File: src/rtl/pipe_stage_reg.sv
// -----------------------------------------------------------------------------
// pipe_stage_reg
//
// Generic pipeline stage register for the 5-stage MIPS core. One instance sits
// between each pair of stages (IF/ID, ID/EX, EX/MEM, MEM/WB) and carries the
// PC, a packed payload, an exception code and the branch-delay flag under a
// valid/ready handshake.
//
// With SKID=1 a second (skid) entry lets in_ready come straight from a flop,
// so the upstream ready path never sees out_ready combinationally. With
// SKID=0 the stage is a single register and in_ready is combinational.
//
// Ports:
//   clk         in   rising-edge clock
//   reset       in   synchronous, active-high
//   in_valid    in   upstream entry valid
//   in_ready    out  stage can accept this cycle
//   in_pc       in   upstream PC            [PC_W]
//   in_data     in   upstream payload       [DW]
//   in_exc      in   upstream exc code      [EXC_W], 0 = none
//   in_bd       in   upstream branch-delay flag
//   flush       in   kill all held entries (exception / eret)
//   out_valid   out  downstream entry valid
//   out_ready   in   downstream accepts
//   out_pc      out  held PC (tracks through bubbles, survives flush)
//   out_data    out  held payload, 0 when out_valid=0
//   out_exc     out  held exc code, 0 when out_valid=0
//   out_bd      out  held branch-delay flag (survives flush)
//   bubble_cnt  out  saturating count of cycles with out_ready=1, out_valid=0
// -----------------------------------------------------------------------------
module pipe_stage_reg #(
    parameter int DW    = 64,
    parameter int PC_W  = 32,
    parameter int EXC_W = 5,
    parameter int SKID  = 1
) (
    input  logic             clk,
    input  logic             reset,
    input  logic             in_valid,
    output logic             in_ready,
    input  logic [PC_W-1:0]  in_pc,
    input  logic [DW-1:0]    in_data,
    input  logic [EXC_W-1:0] in_exc,
    input  logic             in_bd,
    input  logic             flush,
    output logic             out_valid,
    input  logic             out_ready,
    output logic [PC_W-1:0]  out_pc,
    output logic [DW-1:0]    out_data,
    output logic [EXC_W-1:0] out_exc,
    output logic             out_bd,
    output logic [15:0]      bubble_cnt
);

    // Main entry: this is what the downstream stage sees.
    logic             r_m_vld;
    logic [PC_W-1:0]  r_m_pc;
    logic [DW-1:0]    r_m_data;
    logic [EXC_W-1:0] r_m_exc;
    logic             r_m_bd;

    // Skid entry: only ever occupied while main is valid and stalled.
    logic             r_s_vld;
    logic [PC_W-1:0]  r_s_pc;
    logic [DW-1:0]    r_s_data;
    logic [EXC_W-1:0] r_s_exc;
    logic             r_s_bd;

    logic [15:0]      r_bubble_cnt;

    logic w_in_ready;
    logic w_accept;
    logic w_drain;
    logic w_main_free;

    always_comb begin
        // Skid build: ready is the inverse of a flop, so it is registered.
        // Single-register build: ready whenever main is empty or leaving.
        if (SKID != 0) begin
            w_in_ready = ~r_s_vld;
        end else begin
            w_in_ready = out_ready | ~r_m_vld;
        end
        // Anything offered during a flush is dropped even if ready is high.
        w_accept    = in_valid & w_in_ready & ~flush;
        w_drain     = r_m_vld & out_ready;
        w_main_free = ~r_m_vld | w_drain;
    end

    // Main register. Data/exc are forced to zero whenever the entry is
    // invalid, which is what keeps out_data/out_exc at 0 during bubbles.
    // PC/BD are deliberately left alone on flush so EPC can be formed.
    always_ff @(posedge clk) begin
        if (reset) begin
            r_m_vld  <= 1'b0;
            r_m_pc   <= '0;
            r_m_data <= '0;
            r_m_exc  <= '0;
            r_m_bd   <= 1'b0;
        end else if (flush) begin
            r_m_vld  <= 1'b0;
            r_m_data <= '0;
            r_m_exc  <= '0;
        end else if (w_main_free) begin
            if (r_s_vld) begin
                r_m_vld  <= 1'b1;
                r_m_pc   <= r_s_pc;
                r_m_data <= r_s_data;
                r_m_exc  <= r_s_exc;
                r_m_bd   <= r_s_bd;
            end else if (w_accept) begin
                r_m_vld  <= 1'b1;
                r_m_pc   <= in_pc;
                r_m_data <= in_data;
                r_m_exc  <= in_exc;
                r_m_bd   <= in_bd;
            end else begin
                // Bubble: PC/BD follow upstream so the slot still has an address.
                r_m_vld  <= 1'b0;
                r_m_pc   <= in_pc;
                r_m_data <= '0;
                r_m_exc  <= '0;
                r_m_bd   <= in_bd;
            end
        end
    end

    // Skid valid. When main frees up the skid entry (if any) moves into it,
    // so the skid always empties on that cycle.
    always_ff @(posedge clk) begin
        if (reset) begin
            r_s_vld <= 1'b0;
        end else if (flush) begin
            r_s_vld <= 1'b0;
        end else if (w_main_free) begin
            r_s_vld <= 1'b0;
        end else if ((SKID != 0) && w_accept) begin
            r_s_vld <= 1'b1;
        end
    end

    // Skid payload needs no reset; it is only read while r_s_vld is set.
    always_ff @(posedge clk) begin
        if (w_accept && !w_main_free) begin
            r_s_pc   <= in_pc;
            r_s_data <= in_data;
            r_s_exc  <= in_exc;
            r_s_bd   <= in_bd;
        end
    end

    // Bubble counter: only reset clears it, flush does not.
    always_ff @(posedge clk) begin
        if (reset) begin
            r_bubble_cnt <= '0;
        end else if (out_ready && !r_m_vld && (r_bubble_cnt != 16'hFFFF)) begin
            r_bubble_cnt <= r_bubble_cnt + 16'd1;
        end
    end

    assign in_ready   = w_in_ready;
    assign out_valid  = r_m_vld;
    assign out_pc     = r_m_pc;
    assign out_data   = r_m_data;
    assign out_exc    = r_m_exc;
    assign out_bd     = r_m_bd;
    assign bubble_cnt = r_bubble_cnt;

endmodule

File: config.mk
export PLATFORM = sky130hd
export DESIGN_NAME = pipe_stage_reg
export DESIGN_NICKNAME = d
export VERILOG_FILES = /design/src/rtl/pipe_stage_reg.sv
export SDC_FILE = /design/constraint.sdc
export NUM_CORES = 1
export LEC_CHECK = 0
export ABC_AREA = 1
export CAP_MARGIN = 20
export CORE_ASPECT_RATIO = 0.5
export CORE_UTILIZATION = 30
export CTS_BUF_LIST = sky130_fd_sc_hd__clkbuf_4
export DETAILED_ROUTE_END_ITERATION = 8
export MAX_ROUTING_LAYER = met4
export PLACE_DENSITY = 0.64
export SYNTH_ARGS = -nofsm -noshare
export SYNTH_HDL_FRONTEND = slang
export SYNTH_SLANG_ARGS = --single-unit
File: constraint.sdc
create_clock -name clk -period 19.2 [get_ports clk]
set_input_delay 1.92 -clock clk [delete_from_list [all_inputs] [get_ports clk]]
set_output_delay 1.92 -clock clk [all_outputs]
set_load 0.02 [all_outputs]
* Word level (Yosys, flattened, before mapping) *
Cells that the tools add are included.

word-level totals
  flip-flop bits (word level) = 222
  bits in latches = 0
  bits in writable memories = 0
  ROM bits = 0
  memories = 0

operators by class
  $add $sub $neg = 1
  multipliers = 0
  div/mod/pow operators = 0
  $lt $le $gt $ge = 0
  eq/ne operators = 1
  shift operators = 0
  mux-type cells = 8
  bitwise logic cells = 7
  reduce and logical (&&, ||, !) cells = 8

operators by type and width
  kind                                                             number
  64-bit two-way mux                                               2
  32-bit two-way mux                                               1
  16-bit by 1-bit adder with 16-bit output, second input constant  1
  16-bit inequality test, second input constant                    1
  5-bit two-way mux                                                2
  1-bit bitwise AND                                                3
  1-bit logical AND                                                3
  1-bit two-way mux                                                3
  1-bit NOT                                                        3
  3-bit OR reduction                                               1
  1-bit logical NOT                                                2
  2-bit AND reduction                                              1
  2-bit OR reduction                                               1
  1-bit bitwise OR                                                 1

* Depth between registers and ports, before layout *
Gate-level depths: netlist (run 1).

  depth after elaboration = 5
  gate-level depth with buffers = 8
  depth with buffers taken out = 8

* Least setup slack after synthesis (run 1) *
OpenSTA, ideal clock, no wires.

  path type = input to register
  from = in out_ready
  to = reg r_s_bd, enable pin
  setup time = 0.825 ns
  data arrival time = 11.890 ns
  data required time = 18.375 ns
  slack = 6.485 ns
  cell stages on the path = 4
  path buffers = 1
  cell sequence = inv_2 > nand2_4 > clkbuf_1 > nor4_1

on the way
  word-level cells in the longest chain between the ends = 4

RTL lines
  what                  line  text
  start, declared       47    input logic out_ready,
  1-bit bitwise AND     86    w_drain = r_m_vld & out_ready;
  1-bit bitwise OR      87    w_main_free = ~r_m_vld | w_drain;
  1-bit logical NOT     144   if (w_accept && !w_main_free) begin
  1-bit logical AND     144
  end signal, assigned  148   r_s_bd <= in_bd;
  end, declared         67    logic r_s_bd;

Every way passes these cells.
A chain may end at the register's enable or synchronous reset.

* Final worst setup path (run 1) *
  from = reg r_s_vld
  to = out in_ready

on the way
  word-level cells in the longest chain between the ends = 1

RTL lines
  what                    line  text
  start, declared         63    logic r_s_vld;
  start signal, assigned  132   r_s_vld <= 1'b0;
  start signal, assigned  134   r_s_vld <= 1'b0;
  start signal, assigned  136   r_s_vld <= 1'b0;
  1-bit NOT               80    w_in_ready = ~r_s_vld;
  end, declared           40    output logic in_ready,

Every way passes these cells.

==> flow_metrics.tcl, run 1 <==
set metrics [dict create \
    status "completed" \
    fin_ws_ns 14.65 \
    crit_path_cell_trace "clkinv_1, clkdlybuf4s50_1" \
    slowest_stage "clkdlybuf4s50_1" \
    finalCritPeriodShare_pct 23.7 \
    dpl.hpwl_microns 15000 \
    grt_antenna_before_repair 3 \
    dieArea_sq_um 28400 \
    crit_type "reg -> out" \
    synth_top_family_by_area "compound AO/OA/AOI/OAI gates" \
    drv_slew 0 \
    antenna_left 0 \
    fin_worst_skew_ns 0.0297 \
    design_area_sq_um 11500 \
    swShare_pct 24.7 \
    rows 42 \
    worstSkewPairLatency_ns 0.66 \
    tightest_slew_ns 0.840 \
    syn_area_sq_um 8300 \
    htreeDepth 2 \
    drive_gt1_share_pct 8.71 \
    numClockSinks 222 \
    netlist_instances 827 \
    fin_tns_setup_ns 0 \
    n_fill_cell 2537 \
    final_util_pct 42.9 \
    cp_max_fo 43 \
    hp-class "reg -> reg" \
    critPathMaxStageDelay_ns 0.72 \
    grt_pass1_vias 6803 \
    synth_compound_area_share_pct 17.9 \
    p_seq_share_pct 52.8 \
    rsz0062_at_grt "no" \
    yosys.area_share.xor_xnor_pct 0 \
    path_clk_slew_ns 0.07 \
    io-pin-count 227 \
    hold_viol 0 \
    coreArea_sq_um 26800 \
    synth_nets 935 \
    cts_resized 0 \
    crit_family "buffers and inverters" \
    synth.distinct_cells 26 \
    layout_commonest_cell "clkdlybuf4s50_1" \
    ys_ff_latch 222 \
    fmax_ghz 0.220 \
    place_area_sq_um 10800 \
    grt-ovfl-total 0 \
    synth.area.mux_share_pct 0 \
    port_buffers 226 \
    max_slew_margin_pct 44.0 \
    synthSimpleGateAreaFrac_pct 11.8 \
    setup_violations 0 \
    syn_avg_cell_area_sq_um 10.0 \
    layout_common_cells "clkdlybuf4s50_1 (226), nand2_1 (174), a21oi_1 (151)" \
    dr_total_vias 7053 \
    drt-vias-per-instance 4.84 \
    p_sw_uw 238 \
    dpl.cell_count 1356 \
    critPathCaptureType "primary output" \
    cts_buffer_depth 3 \
    drtIter0Drc 502 \
    critical_path_buf_inv_count 2 \
    required_ns 17.28 \
    fin_cells 1457 \
    dp_slack_ns 14.54 \
    drv_cap 0 \
    ys_seq_area_share_pct 65.8 \
    cts_setup_buffers 0 \
    synth-warning-count 0 \
    cts_root_buffer "clkbuf_4" \
    drcViolationCount 0 \
    place.gp.congestion 0.860 \
    period_needed_ns 4.55 \
    synth_adder_area_share_pct 0.151 \
    start_util_pct 31.0 \
    internal_power_uw 726 \
    numCtsBuffers 53 \
    grt_max_degree 73 \
    crit_arrival_ns 2.63 \
    fp.dieW_microns 237 \
    p_per_area_nw_per_um2 83.9 \
    die_height_microns 120 \
    ir_drop_mv 0.0314 \
    grt_usage_pct 16.7 \
    final_nets 1169 \
    power_leakage_uw 0.00394 \
    holdBufCountCts 0 \
    wire_per_inst_microns 16.4 \
    critPathLaunchType "register" \
    wirelength_microns 23900 \
    area_delta_synth_final_pct 38.4 \
    p_clk_share_pct 38.1 \
    cts_tree "yes" \
    grt_pass1_wl_microns 36700 \
    p_comb_share_pct 9.1 \
    dr.pass1.iters 5 \
]
## cell families (layout without fill, tap and decap cells)
| family | after synthesis | in the layout |
|---|---|---|
| compound gates | 288 | 288 |
| fa+ha+maj | 1 | 1 |
| buf+inv | 73 | 348 |
| flops | 222 | 222 |
| other cells | 0 | 3 |
| simple gates | 243 | 243 |
## layout make-up
cell class	count	area (sq um)	share of cell area, %
clock buffer	74	556	4.83
antenna	3	7.51	0.0653
timing repair buffer	236	2380	20.7
clock inverter	22	85.1	0.740
multi-input combinational	532	2500	21.7
inverter	16	60.1	0.523
tap	352	440	3.83
sequential	222	5470	47.6
## through the flow
| step | total power (uW) | hold slack, ns |
|---|---|---|
| floorplan | 556 | 0.489 |
| global placement | 604 | 0.492 |
| detailed placement | 606 | 0.508 |
| CTS | 977 | 0.523 |
| global route | 1010 | 0.546 |
| finish | 964 | 0.516 |
## path summary, 6_finish.rpt
path                start           end  slack [ns]  cells past startpoint
max reg2reg     out_valid  r_s_data[25]       16.85                      3
max               r_s_vld      in_ready       14.65                      2
min reg2reg  r_s_data[24]  out_data[24]        0.52                      2
min          r_s_data[24]  out_data[24]        0.52                      2
## tightest hold or removal path, stage by stage, from the launching register on
cell and delay (ns):
edfxtp_1 0.32, a21oi_1 0.06, a21oi_1 0.10
## routing by layer
layer	GRT usage (%)	vias up	part of all wire, %
met1	20.0	3393	42
met4	7.78	0	3.0
li1	-	3428	-
met5	-	-	0
met2	27.0	178	50
met3	3.45	54	4.2
## power groups by stage
stage,clock [uW],sequential [uW],combinational (uW)
floorplan,0,530,26.4
global route,406,510,94.0
global placement,0,519,85.0
finish,367,509,87.7
CTS,381,509,87.3
detailed placement,0,519,86.9
## synthesized netlist by cell type, drive strengths merged
master	n	area, sq um
nor4	1	6.26
clkinv	1	3.75
dfxtp	120	2400
o21a	1	7.51
inv	15	56.3
o21ai	103	516
nand2	175	664
nor2	41	161
clkbuf	38	143
nand4	3	25.0
ha	1	12.5
nand3	20	100
a21oi	151	756
a31oi	33	206
edfxtp	102	3060
nor3	3	26.3
buf	19	154
## sequential cells by signal (all words and copies together), names as in the netlist
register	count
bubble_cnt	16
out_bd	1
r_s_pc	32
r_s_exc	5
out_data	64
out_exc	5
r_s_bd	1
r_s_vld	1
out_valid	1
out_pc	32
r_s_data	64
Note: power is estimated with default switching activity, not from simulation.
==> inputs of run 2 (changes only) <==
--- a/config.mk
+++ b/config.mk
@@ -12,7 +12,7 @@
 export CTS_BUF_LIST = sky130_fd_sc_hd__clkbuf_4
 export DETAILED_ROUTE_END_ITERATION = 8
 export MAX_ROUTING_LAYER = met4
-export PLACE_DENSITY = 0.64
+export PLACE_DENSITY = 0.66
 export SYNTH_ARGS = -nofsm -noshare
 export SYNTH_HDL_FRONTEND = slang
 export SYNTH_SLANG_ARGS = --single-unit
==> constraint.sdc (replaced) <==
create_clock -name clk -period 3.96 [get_ports clk]
set_input_delay 0.396 -clock clk [delete_from_list [all_inputs] [get_ports clk]]
set_output_delay 0.396 -clock clk [all_outputs]
set_load 0.02 [all_outputs]
==> run 2 against run 1 <==
Clock skew grew 0.0016 ns. Sequential share of layout area decreased by 0.24 points. Sequential cell count unchanged. Final cell count about the same. Combinational power rose to 4.8 times the previous value. Clock power grew to 5.3 times the previous value. Global-route usage up 0.41 points. Critical endpoint unchanged.
==> flow_metrics.tcl, run 2 (same netlist as run 1, synthesis figures left out) <==
set metrics [dict create \
    status "completed" \
    drv_cap 0 \
    port_buffers 226 \
    grt-ovfl-total 0 \
    worstReg2RegStart "out_valid" \
    worst_r2r_endpoint "out_data[38]" \
    cp_max_fo 34 \
    n_fill_cell 2554 \
    hold_viol 0 \
    cts_setup_buffers 0 \
    power_leakage_uw 0.00398 \
    wire_per_inst_microns 16.5 \
    critPathLaunchType "register" \
    max_slew_margin_pct 43.3 \
    p_clk_share_pct 40.1 \
    start_util_pct 31.0 \
    final_nets 1171 \
    dr_total_vias 7153 \
    layout_common_cells "clkdlybuf4s50_1 (226), nand2_1 (174), a21oi_1 (151)" \
    cts_resized 0 \
    swShare_pct 24.0 \
    drt-vias-per-instance 4.91 \
    rr_worst_depth 5 \
    io-pin-count 227 \
    coreArea_sq_um 26800 \
    holdBufCountCts 0 \
    tightest_slew_ns 0.850 \
    fin_tns_setup_ns 0 \
    setup_violations 0 \
    ir_drop_mv 0.133 \
    rrSetupSlack_ns 2.08 \
    dieArea_sq_um 28400 \
    p_seq_share_pct 51.2 \
    grt_pass1_vias 6907 \
    cts_root_buffer "clkbuf_4" \
    fin_worst_skew_ns 0.0313 \
    crit_arrival_ns 2.10 \
    worstSkewPairLatency_ns 0.66 \
    area_delta_synth_final_pct 39.1 \
    design_area_sq_um 11600 \
    grt_antenna_before_repair 2 \
    required_ns 3.56 \
    rows 42 \
    numCtsBuffers 52 \
    crit_type "reg -> out" \
    wirelength_microns 24100 \
    fmax_ghz 0.401 \
    p_per_area_nw_per_um2 418 \
    fin_ws_ns 1.46 \
    period_needed_ns 2.50 \
    critPathCaptureType "primary output" \
    dpl.hpwl_microns 15500 \
    htreeDepth 2 \
    fp.dieW_microns 237 \
    grt_pass1_wl_microns 37300 \
    hp-class "in -> reg" \
    numClockSinks 222 \
    grt_usage_pct 17.1 \
    internal_power_uw 3660 \
    min_path_cells 1 \
    finalCritPeriodShare_pct 63.0 \
    drive_gt1_share_pct 10.1 \
    layout_commonest_cell "clkdlybuf4s50_1" \
    holdPathEnd "r_s_pc[2]" \
    rsz0062_at_grt "no" \
    drcViolationCount 0 \
    p_sw_uw 1160 \
    grt_max_degree 88 \
    path_clk_slew_ns 0.07 \
    dp_slack_ns 1.55 \
    antenna_left 0 \
    place.gp.congestion 0.905 \
    drv_slew 0 \
    fin_total_pwr_uw 4820 \
    place_area_sq_um 10800 \
    p_comb_share_pct 8.8 \
    drtIter0Drc 461 \
    cts_buffer_depth 3 \
    holdWs_ns 0.314 \
    cts_tree "yes" \
    dr.pass1.iters 5 \
    hp-start "in_pc[2]" \
    die_height_microns 120 \
]
-- run 2: final cells by class --
class	instances	area, sq um	share of cell area (%)
flip-flops and latches	222	5470	47.4
multi-input cells	532	2510	21.7
repair buffers	239	2370	20.5
clock buffers	83	623	5.39
well taps	352	440	3.81
clock inverters	12	75.1	0.650
inverters	16	60.1	0.520
diodes	2	5.00	0.0433
-- run 2: critical path, cell delays in order, from the launching register on --
cell and delay (ns):
dfxtp_4 0.63, clkinv_1 0.21, clkdlybuf4s50_1 0.58
-- run 2: routing by layer --
| metal | vias up | global-route usage [%] | share of wire [%] |
|---|---|---|---|
| met5 | - | - | 0 |
| met4 | 0 | 7.98 | 3.3 |
| met3 | 51 | 3.40 | 4.7 |
| met2 | 217 | 28.7 | 50 |
| met1 | 3459 | 19.8 | 42 |
| li1 | 3426 | - | - |
-- run 2: how the worst max path moves through the flow --
stage	from	to	depth (start not counted)
floorplan	r_s_vld	r_s_bd	4
CTS	r_s_vld	in_ready	2
finish	r_s_vld	in_ready	2
global placement	flush	out_data[18]	5
detailed placement	flush	out_data[15]	5
global route	r_s_vld	in_ready	2
-- run 2: power groups by stage --
stage	logic (uW)	clock network [uW]	registers, uW
after global placement	415	0	2520
after detailed placement	422	0	2520
after floorplan	128	0	2570
final	422	1930	2470
after CTS	424	2010	2470
after global routing	454	2140	2470
-- run 2: stage by stage --
stage / utilization (%) / instances
after floorplan: - / 827
after global placement: 40.5 / 1361
after detailed placement: 40.5 / 1361
after CTS: 43.1 / 1456
after global routing: 43.1 / 1458
final: 43.1 / 1458
